File: src/rtl/dual_slope_ctrl_if.sv
// Signal bundle between the dual-slope sequencer and its users (analog front end, register layer).
// The slave modport is the controller's view; the master modport is the driving side's view.
interface dual_slope_ctrl_if #(
  parameter int CNT_W = 16
);
  logic             start_i;
  logic             abort_i;
  logic [2:0]       range_i;
  logic             comp_i;
  logic             sat_hi_i;
  logic             sat_lo_i;
  logic             ref_ok_i;
  logic [1:0]       afe_sel_o;
  logic             afe_reset_o;
  logic             ref_sign_o;
  logic [2:0]       range_sel_o;
  logic             busy_o;
  logic [CNT_W-1:0] result_o;
  logic             polarity_o;
  logic             ovr_o;
  logic             valid_o;

  modport slave (
    input  start_i, abort_i, range_i, comp_i, sat_hi_i, sat_lo_i, ref_ok_i,
    output afe_sel_o, afe_reset_o, ref_sign_o, range_sel_o, busy_o,
           result_o, polarity_o, ovr_o, valid_o
  );

  modport master (
    output start_i, abort_i, range_i, comp_i, sat_hi_i, sat_lo_i, ref_ok_i,
    input  afe_sel_o, afe_reset_o, ref_sign_o, range_sel_o, busy_o,
           result_o, polarity_o, ovr_o, valid_o
  );
endinterface

File: src/rtl/dual_slope_ctrl.sv
// Dual-slope conversion sequencer: reset, auto-zero, fixed integrate, counted de-integrate.
// Build option DSC_AUTORANGE_EN: controller adapts range_sel_o from its own results.
module dual_slope_ctrl #(
  parameter int RST_CYC   = 4,
  parameter int T_AZ      = 1024,
  parameter int T_INT     = 4096,
  parameter int CNT_W     = 16,
  parameter int MAX_DEINT = 8192
) (
  input  logic             clk_i,
  input  logic             rst_i,
  dual_slope_ctrl_if.slave bus
);
  typedef enum logic [2:0] {
    S_IDLE, S_WAIT_REF, S_RESET, S_AZ, S_INT, S_DEINT, S_DONE
  } state_t;

  localparam logic [CNT_W-1:0] RST_LAST  = CNT_W'(RST_CYC - 1);
  localparam logic [CNT_W-1:0] AZ_LAST   = CNT_W'(T_AZ - 1);
  localparam logic [CNT_W-1:0] INT_LAST  = CNT_W'(T_INT - 1);
  localparam logic [CNT_W-1:0] DEINT_MAX = CNT_W'(MAX_DEINT);

  logic [3:0]       sync1_q, sync2_q;
  logic             comp_s, sat_hi_s, sat_lo_s, ref_ok_s;
  state_t           state_q, state_d;
  logic [CNT_W-1:0] cnt_q, cnt_d;
  logic             pol_q, pol_d;
  logic [1:0]       afe_sel_q, afe_sel_d;
  logic             afe_reset_q, afe_reset_d;
  logic             ref_sign_q, ref_sign_d;
  logic             busy_q, busy_d;
  logic [2:0]       range_sel_q, range_sel_d;
  logic [2:0]       range_src;
  logic [CNT_W-1:0] result_q, result_d;
  logic             polarity_q, polarity_d;
  logic             ovr_q, ovr_d;
  logic             valid_q, valid_d;
  logic             crossing;

  always_ff @(posedge clk_i or posedge rst_i) begin
    if (rst_i) begin
      sync1_q <= '0;
      sync2_q <= '0;
    end else begin
      sync1_q <= {bus.ref_ok_i, bus.sat_lo_i, bus.sat_hi_i, bus.comp_i};
      sync2_q <= sync1_q;
    end
  end

  assign {ref_ok_s, sat_lo_s, sat_hi_s, comp_s} = sync2_q;
  // The comparator leaves its integrate-phase level when the integrator crosses zero.
  assign crossing = (comp_s != ~pol_q);

`ifdef DSC_AUTORANGE_EN
  localparam logic [CNT_W-1:0] AR_LOW = CNT_W'(T_INT / 16);
  logic [2:0] ar_q, ar_d;
  logic       ar_init_q, ar_init_d;

  always_ff @(posedge clk_i or posedge rst_i) begin
    if (rst_i) begin
      ar_q      <= 3'd0;
      ar_init_q <= 1'b0;
    end else begin
      ar_q      <= ar_d;
      ar_init_q <= ar_init_d;
    end
  end

  always_comb begin
    ar_d      = ar_q;
    ar_init_d = ar_init_q;
    if (state_q == S_IDLE && bus.start_i && !ar_init_q) begin
      ar_d      = bus.range_i;
      ar_init_d = 1'b1;
    end else if (state_q == S_DONE) begin
      if (ovr_q && ar_q != 3'd7)
        ar_d = ar_q + 3'd1;
      else if (!ovr_q && result_q < AR_LOW && ar_q != 3'd0)
        ar_d = ar_q - 3'd1;
    end
  end

  assign range_src = ar_q;
`else
  assign range_src = bus.range_i;
`endif

  always_ff @(posedge clk_i or posedge rst_i) begin
    if (rst_i) begin
      state_q     <= S_IDLE;
      cnt_q       <= '0;
      pol_q       <= 1'b0;
      afe_sel_q   <= 2'b00;
      afe_reset_q <= 1'b1;
      ref_sign_q  <= 1'b0;
      busy_q      <= 1'b0;
      range_sel_q <= 3'd0;
      result_q    <= '0;
      polarity_q  <= 1'b0;
      ovr_q       <= 1'b0;
      valid_q     <= 1'b0;
    end else begin
      state_q     <= state_d;
      cnt_q       <= cnt_d;
      pol_q       <= pol_d;
      afe_sel_q   <= afe_sel_d;
      afe_reset_q <= afe_reset_d;
      ref_sign_q  <= ref_sign_d;
      busy_q      <= busy_d;
      range_sel_q <= range_sel_d;
      result_q    <= result_d;
      polarity_q  <= polarity_d;
      ovr_q       <= ovr_d;
      valid_q     <= valid_d;
    end
  end

  always_comb begin
    state_d     = state_q;
    cnt_d       = cnt_q;
    pol_d       = pol_q;
    range_sel_d = range_sel_q;
    result_d    = result_q;
    polarity_d  = polarity_q;
    ovr_d       = ovr_q;

    case (state_q)
      S_IDLE: if (bus.start_i) state_d = S_WAIT_REF;
      S_WAIT_REF: if (ref_ok_s) begin
        state_d     = S_RESET;
        cnt_d       = '0;
        range_sel_d = range_src;
      end
      S_RESET: if (cnt_q == RST_LAST) begin
        state_d = S_AZ;
        cnt_d   = '0;
      end else cnt_d = cnt_q + CNT_W'(1);
      S_AZ: if (cnt_q == AZ_LAST) begin
        state_d = S_INT;
        cnt_d   = '0;
      end else cnt_d = cnt_q + CNT_W'(1);
      S_INT: if (cnt_q == INT_LAST) begin
        state_d = S_DEINT;
        cnt_d   = '0;
        pol_d   = ~comp_s;
      end else cnt_d = cnt_q + CNT_W'(1);
      S_DEINT: if (crossing) begin
        state_d    = S_DONE;
        result_d   = cnt_q;
        polarity_d = pol_q;
        ovr_d      = 1'b0;
      end else if (cnt_q == DEINT_MAX) begin
        state_d    = S_DONE;
        result_d   = DEINT_MAX;
        polarity_d = pol_q;
        ovr_d      = 1'b1;
      end else cnt_d = cnt_q + CNT_W'(1);
      S_DONE:  state_d = S_IDLE;
      default: state_d = S_IDLE;
    endcase

    if ((state_q == S_INT || state_q == S_DEINT) && (sat_hi_s || sat_lo_s)) begin
      state_d    = S_DONE;
      result_d   = '1;
      polarity_d = ~sat_hi_s;
      ovr_d      = 1'b1;
    end

    // Abort outranks everything and must leave the published result untouched.
    if (bus.abort_i && state_q != S_IDLE) begin
      state_d    = S_IDLE;
      result_d   = result_q;
      polarity_d = polarity_q;
      ovr_d      = ovr_q;
    end

    busy_d      = (state_d != S_IDLE);
    valid_d     = (state_d == S_DONE);
    afe_sel_d   = 2'b00;
    afe_reset_d = 1'b0;
    case (state_d)
      S_INT:   afe_sel_d = 2'b01;
      S_DEINT: afe_sel_d = {1'b1, ~pol_d};
      S_AZ:    afe_reset_d = 1'b0;
      default: afe_reset_d = 1'b1;
    endcase
    ref_sign_d = (state_d == S_DEINT) ? ~pol_d : ref_sign_q;
  end

  assign bus.afe_sel_o   = afe_sel_q;
  assign bus.afe_reset_o = afe_reset_q;
  assign bus.ref_sign_o  = ref_sign_q;
  assign bus.range_sel_o = range_sel_q;
  assign bus.busy_o      = busy_q;
  assign bus.result_o    = result_q;
  assign bus.polarity_o  = polarity_q;
  assign bus.ovr_o       = ovr_q;
  assign bus.valid_o     = valid_q;
endmodule

File: src/flat_wrapper.sv
// flat-port wrapper written by rule: the top's interface ports become plain ports
module dual_slope_ctrl_flat 
#(
  parameter int RST_CYC   = 4,
  parameter int T_AZ      = 1024,
  parameter int T_INT     = 4096,
  parameter int CNT_W     = 16,
  parameter int MAX_DEINT = 8192
)
  (clk_i, rst_i, bus_start_i, bus_abort_i, bus_range_i, bus_comp_i, bus_sat_hi_i, bus_sat_lo_i, bus_ref_ok_i, bus_afe_sel_o, bus_afe_reset_o, bus_ref_sign_o, bus_range_sel_o, bus_busy_o, bus_result_o, bus_polarity_o, bus_ovr_o, bus_valid_o);
  dual_slope_ctrl_if #(.CNT_W(CNT_W)) bus_i ();
  input  logic clk_i;
  input  logic rst_i;
  input wire logic [$bits(bus_i.start_i)-1:0] bus_start_i;
  input wire logic [$bits(bus_i.abort_i)-1:0] bus_abort_i;
  input wire logic [$bits(bus_i.range_i)-1:0] bus_range_i;
  input wire logic [$bits(bus_i.comp_i)-1:0] bus_comp_i;
  input wire logic [$bits(bus_i.sat_hi_i)-1:0] bus_sat_hi_i;
  input wire logic [$bits(bus_i.sat_lo_i)-1:0] bus_sat_lo_i;
  input wire logic [$bits(bus_i.ref_ok_i)-1:0] bus_ref_ok_i;
  output wire logic [$bits(bus_i.afe_sel_o)-1:0] bus_afe_sel_o;
  output wire logic [$bits(bus_i.afe_reset_o)-1:0] bus_afe_reset_o;
  output wire logic [$bits(bus_i.ref_sign_o)-1:0] bus_ref_sign_o;
  output wire logic [$bits(bus_i.range_sel_o)-1:0] bus_range_sel_o;
  output wire logic [$bits(bus_i.busy_o)-1:0] bus_busy_o;
  output wire logic [$bits(bus_i.result_o)-1:0] bus_result_o;
  output wire logic [$bits(bus_i.polarity_o)-1:0] bus_polarity_o;
  output wire logic [$bits(bus_i.ovr_o)-1:0] bus_ovr_o;
  output wire logic [$bits(bus_i.valid_o)-1:0] bus_valid_o;
  assign bus_i.start_i = bus_start_i;
  assign bus_i.abort_i = bus_abort_i;
  assign bus_i.range_i = bus_range_i;
  assign bus_i.comp_i = bus_comp_i;
  assign bus_i.sat_hi_i = bus_sat_hi_i;
  assign bus_i.sat_lo_i = bus_sat_lo_i;
  assign bus_i.ref_ok_i = bus_ref_ok_i;
  assign bus_afe_sel_o = bus_i.afe_sel_o;
  assign bus_afe_reset_o = bus_i.afe_reset_o;
  assign bus_ref_sign_o = bus_i.ref_sign_o;
  assign bus_range_sel_o = bus_i.range_sel_o;
  assign bus_busy_o = bus_i.busy_o;
  assign bus_result_o = bus_i.result_o;
  assign bus_polarity_o = bus_i.polarity_o;
  assign bus_ovr_o = bus_i.ovr_o;
  assign bus_valid_o = bus_i.valid_o;
  dual_slope_ctrl #(.RST_CYC(RST_CYC), .T_AZ(T_AZ), .T_INT(T_INT), .CNT_W(CNT_W), .MAX_DEINT(MAX_DEINT)) u_core (.clk_i(clk_i), .rst_i(rst_i), .bus(bus_i));
endmodule
File: config.mk
export PLATFORM = sky130hd
export DESIGN_NAME = dual_slope_ctrl_flat
export DESIGN_NICKNAME = d
export VERILOG_FILES = /design/src/rtl/dual_slope_ctrl_if.sv /design/src/rtl/dual_slope_ctrl.sv /design/src/flat_wrapper.sv
export SDC_FILE = /design/constraint.sdc
export NUM_CORES = 1
export LEC_CHECK = 0
export CORE_ASPECT_RATIO = 1.75
export CORE_UTILIZATION = 55
export DETAILED_ROUTE_END_ITERATION = 7
export PLACE_DENSITY = 0.81
export SLEW_MARGIN = 20
export SYNTH_ARGS = -nofsm -noshare
export SYNTH_HDL_FRONTEND = slang
export SYNTH_SLANG_ARGS = --single-unit
File: constraint.sdc
create_clock -name clk_i -period 3.85 [get_ports clk_i]
set_input_delay 0.77 -clock clk_i [delete_from_list [all_inputs] [get_ports clk_i]]
set_output_delay 0.77 -clock clk_i [all_outputs]
set_load 0.01 [all_outputs]
==> results.txt <==
----------------------------------------------------
[Run status]
  Result of the run ... complete, no violations

[Global route]
  Antenna violations before repair ... 0
  Maximum number of pins on one net before global-route repair ... 56
  Vias in the first global route ... 1856
  Global-route total usage across every layer ... 23.1%
  Wire length of the first global-routing pass ... just over 8000 um
  Overflow left after global routing ... 0

[Die]
  Core Footprint ... roughly 0.0045 mm2
  Site row count ... 32
  Count of pins on the block boundary ... 38
  Floorplan die area ... 0.00502 mm2
  Starting density of the core ... 58.0%
  Die outline height ... 93.0 um
  Horiz. Die Dim ... ~54 um

[Synth]
  Post-synth EDFFs ... 0
  Async SR Flop Fraction ... 100%
  Number of storage elements in the synthesis netlist ... 55
  Synth Instances ... 247
  Leading register cell type out of synthesis ... sky130_fd_sc_hd__dfrtp_1
  Syn Nets ... 260
  Number of different library cells in the post-synthesis netlist ... 50
  Average footprint of a synthesized cell ... roughly 11 um2
  Cell Area, Synth ... 0.00260 mm2
  Sequential cell area fraction in the yosys report ... 53.0%
  Count of warnings emitted by yosys ... 0

[Routing]
  Detailed Routing Iterations Pass 1 ... 5
  Residual DRC ... 0
  Detail-routed net length per standard cell ... 15.1 um
  Detailed router's first-iteration violation count ... 47
  Drt via density ... 5.85
  Total number of vias ... 1947
  Total wire length after detailed routing ... around 5000 um
  Number of antenna-violating nets in the routed design ... 0

[Finish]
  Area growth from synthesis to layout ... 18.9%
  Share of cells above drive strength 1 ... between 10% and 20%
  Number of fill cells ... 363
  Net count, final ... 294
  Final Cell Area ... 0.00309 mm2
  Antenna fix cells ... 0
  Combined area of the multi-input logic cells ... 0.00112 mm2
  Register area ... 0.00138 mm2

[Clock tree]
  Postcts setup bufs ... 0
  Clock tree buffer depth ... 2
  CTS clk-pin slew, worst paths ... 90 ps
  Clk Latency, worst-skew pair ... 310 ps
  CTS sink cnt ... 55
  Number of cells upsized or downsized after cts ... 0
  TritonCTS clock tree ... done
  H-tree lvl count ... 2
  Number of CTS-inserted buffers ... 5
  Hold buffer count at cts ... 0
  Clock root buffer ... sky130_fd_sc_hd__clkbuf_8

[Worst setup path]
  Crit path largest cell delay ... about 760 ps
  Setup CP Type ... flop to flop
  Cell type of the slowest stage on the worst timing path ... sky130_fd_sc_hd__a211oi_2
  Top cell family by delay on the critical path ... simple AND/OR/NAND/NOR gates
  Worst EP required ... 4010 ps
  Buf/Inv on CP ... 0
  Cells along the critical path ... nor4_2 -> nand4_1 -> nand2_1 -> nand3_1 -> a211oi_2 -> nor2_1
  Highest fanout seen on the critical path ... 12
  Kind of launch point of the worst setup path ... flop
  Data arrival at the endpoint of the critical path ... between 2000 and 3000 ps
  Element type at the critical path end ... flop

[Timing]
  Hold slack final ... 357 ps
  Actual slew at the worst max-slew pin ... 897 ps
  Final Max Slew Viols ... 0
  Minimum clock period ... 2560 ps
  Final worst-path cycle share ... 66.5%
  Count of endpoints failing hold in the final timing report ... 0
  Final setup slack of the worst path ... 1290 ps
  Max_slew headroom ... 40.2%
  Unrepaired setup endpoints after global routing ... no
  Final clock skew ... roughly 5.3 ps
  TNS Setup ... 0 ps
  Highest clock frequency the design can meet ... 390 MHz
  Number of setup violations in the final report ... 0

[Placement]
  IO buf count ... 37
  Cell area after placement ... 0.00297 mm2
  Worst slack at placement ... 1210 ps
  Routability congestion estimate from global placement ... 0.927
  Estimated wirelength of the detail-placed design ... 3600 um

[Min path]
  Class of the tightest hold or removal check ... flop to flop

[Pwr]
  Cell Pwr Density ... 451 mW/mm2
  Worst supply voltage drop on vdd ... ~0.00047 V
  Final total power ... between 0.001 and 0.0015 W
  Reported leakage power ... 1.28 nW

[Run]
  Max capacitance violation total ... 0

----------------------------------------------------
synth_stat cells, types with 4 or more instances:
cell type,instances,area share [%]
sky130_fd_sc_hd__dfrtp_1,54,52
sky130_fd_sc_hd__nor2_1,33,4.8
sky130_fd_sc_hd__nand2_1,27,3.9
sky130_fd_sc_hd__a21oi_1,12,2.3
sky130_fd_sc_hd__xor2_1,11,3.7
sky130_fd_sc_hd__inv_1,10,1.4
sky130_fd_sc_hd__a21oi_2,8,2.7
sky130_fd_sc_hd__nand3_1,8,1.5
sky130_fd_sc_hd__buf_2,7,1.3
sky130_fd_sc_hd__nand4_1,7,1.7
sky130_fd_sc_hd__o21ai_0,6,1.2
sky130_fd_sc_hd__and3_1,5,1.2
sky130_fd_sc_hd__and4_1,4,1.3
sky130_fd_sc_hd__nor3b_1,4,1.2
worst register-to-register path, delay by kind of cell (launching register included):
family,cells,cell delay (ps)
AOI/OAI and AO/OA,1,760
DFF,1,460
and+or+nand+nor,5,1190
registers in the layout, indices dropped and copies added (netlist names):
| register | flops |
|---|---|
| u_core.cnt_q | 16 |
| u_core.bus.valid_o | 1 |
| u_core.sync1_q | 4 |
| u_core.bus.result_o | 16 |
| u_core.bus.polarity_o | 1 |
| u_core.bus.afe_sel_o | 2 |
| u_core.pol_q | 1 |
| u_core.bus.range_sel_o | 3 |
| u_core.bus.afe_reset_o | 1 |
| u_core.bus.busy_o | 1 |
| u_core.state_q | 3 |
| u_core.bus.ovr_o | 1 |
| u_core.sync2_q | 4 |
| u_core.bus.ref_sign_o | 1 |
kinds of logic after synthesis:
family | share of synthesized area [%]
buf+inv | 4.09
fa+ha+maj | 0.962
flops | 53.0
simple gates | 22.9
mux | 2.89
xor+xnor | 4.67
compound gates | 11.5
placed cells by master (no fill, tap or decap), types with 2 or more instances in the layout:
cell type,synthesis,final
sky130_fd_sc_hd__clkdlybuf4s50_1,0,37
sky130_fd_sc_hd__a21oi_1,12,12
sky130_fd_sc_hd__a31oi_1,2,2
sky130_fd_sc_hd__nor2b_1,3,3
sky130_fd_sc_hd__nor3b_1,4,4
sky130_fd_sc_hd__nor4_4,2,2
sky130_fd_sc_hd__o21a_1,3,3
sky130_fd_sc_hd__inv_1,10,9
sky130_fd_sc_hd__nand2_1,27,27
sky130_fd_sc_hd__nor3_1,3,3
sky130_fd_sc_hd__mux2i_1,3,3
sky130_fd_sc_hd__xor2_1,11,11
sky130_fd_sc_hd__nand4_1,7,7
sky130_fd_sc_hd__clkinv_2,0,2
sky130_fd_sc_hd__dfrtp_1,54,54
sky130_fd_sc_hd__ha_1,2,2
sky130_fd_sc_hd__mux2_2,3,3
sky130_fd_sc_hd__and3_1,5,5
sky130_fd_sc_hd__nor2_1,33,33
sky130_fd_sc_hd__a21oi_2,8,8
sky130_fd_sc_hd__nand3_1,8,8
sky130_fd_sc_hd__clkbuf_8,0,6
sky130_fd_sc_hd__and4_1,4,4
sky130_fd_sc_hd__o21ai_0,6,6
sky130_fd_sc_hd__and4b_1,2,2
final timing paths:
check | startpoint | end | slack [ps] | cells past startpoint
worst max-delay path | u_core.cnt_q[14] | u_core.cnt_q[5] | 1290 | 6
worst min-delay path | u_core.sync1_q[3] | u_core.sync2_q[3] | 360 | 0
worst max register to register | u_core.cnt_q[14] | u_core.cnt_q[5] | 1290 | 6
worst min register to register | u_core.sync1_q[3] | u_core.sync2_q[3] | 360 | 0
max in group asynchronous | rst_i | u_core.bus.result_o[12] | 2380 | 2
min in group asynchronous | rst_i | u_core.cnt_q[4] | 930 | 2
report_power, final:
group	internal, W	leakage [nW]	switching (W)
logic	0.000137	0.576	0.000187
registers	0.000628	0.640	0.0000479
clock network	0.000211	0.0612	0.000183
layout make-up:
type                       instances  share of cell area, %
clock inverter                     2                   1.13
inverter                          10                   1.25
timing repair buffer              38                   12.2
sequential                        55                   44.6
clock buffer                       6                   2.67
multi-input combinational        171                   36.1
tap                               51                   2.06
metal layers:
metal / vias to the layer above / GRT usage [%] / routed length (um)
li1: 914 / - / -
met1: 949 / 24.4 / 1850
met2: 66 / 39.8 / 2760
met3: 18 / 4.43 / 223
met4: 0 / 14.3 / 187
met5: - / 0 / 0
through the flow:
stage	utilization, %	std cells
after CTS	68.9	333
after floorplan	-	247
after global placement	66.3	325
after global routing	68.9	333
after detailed placement	66.3	325
final	68.9	333
No activity file was read; power rests on OpenSTA's default activity.
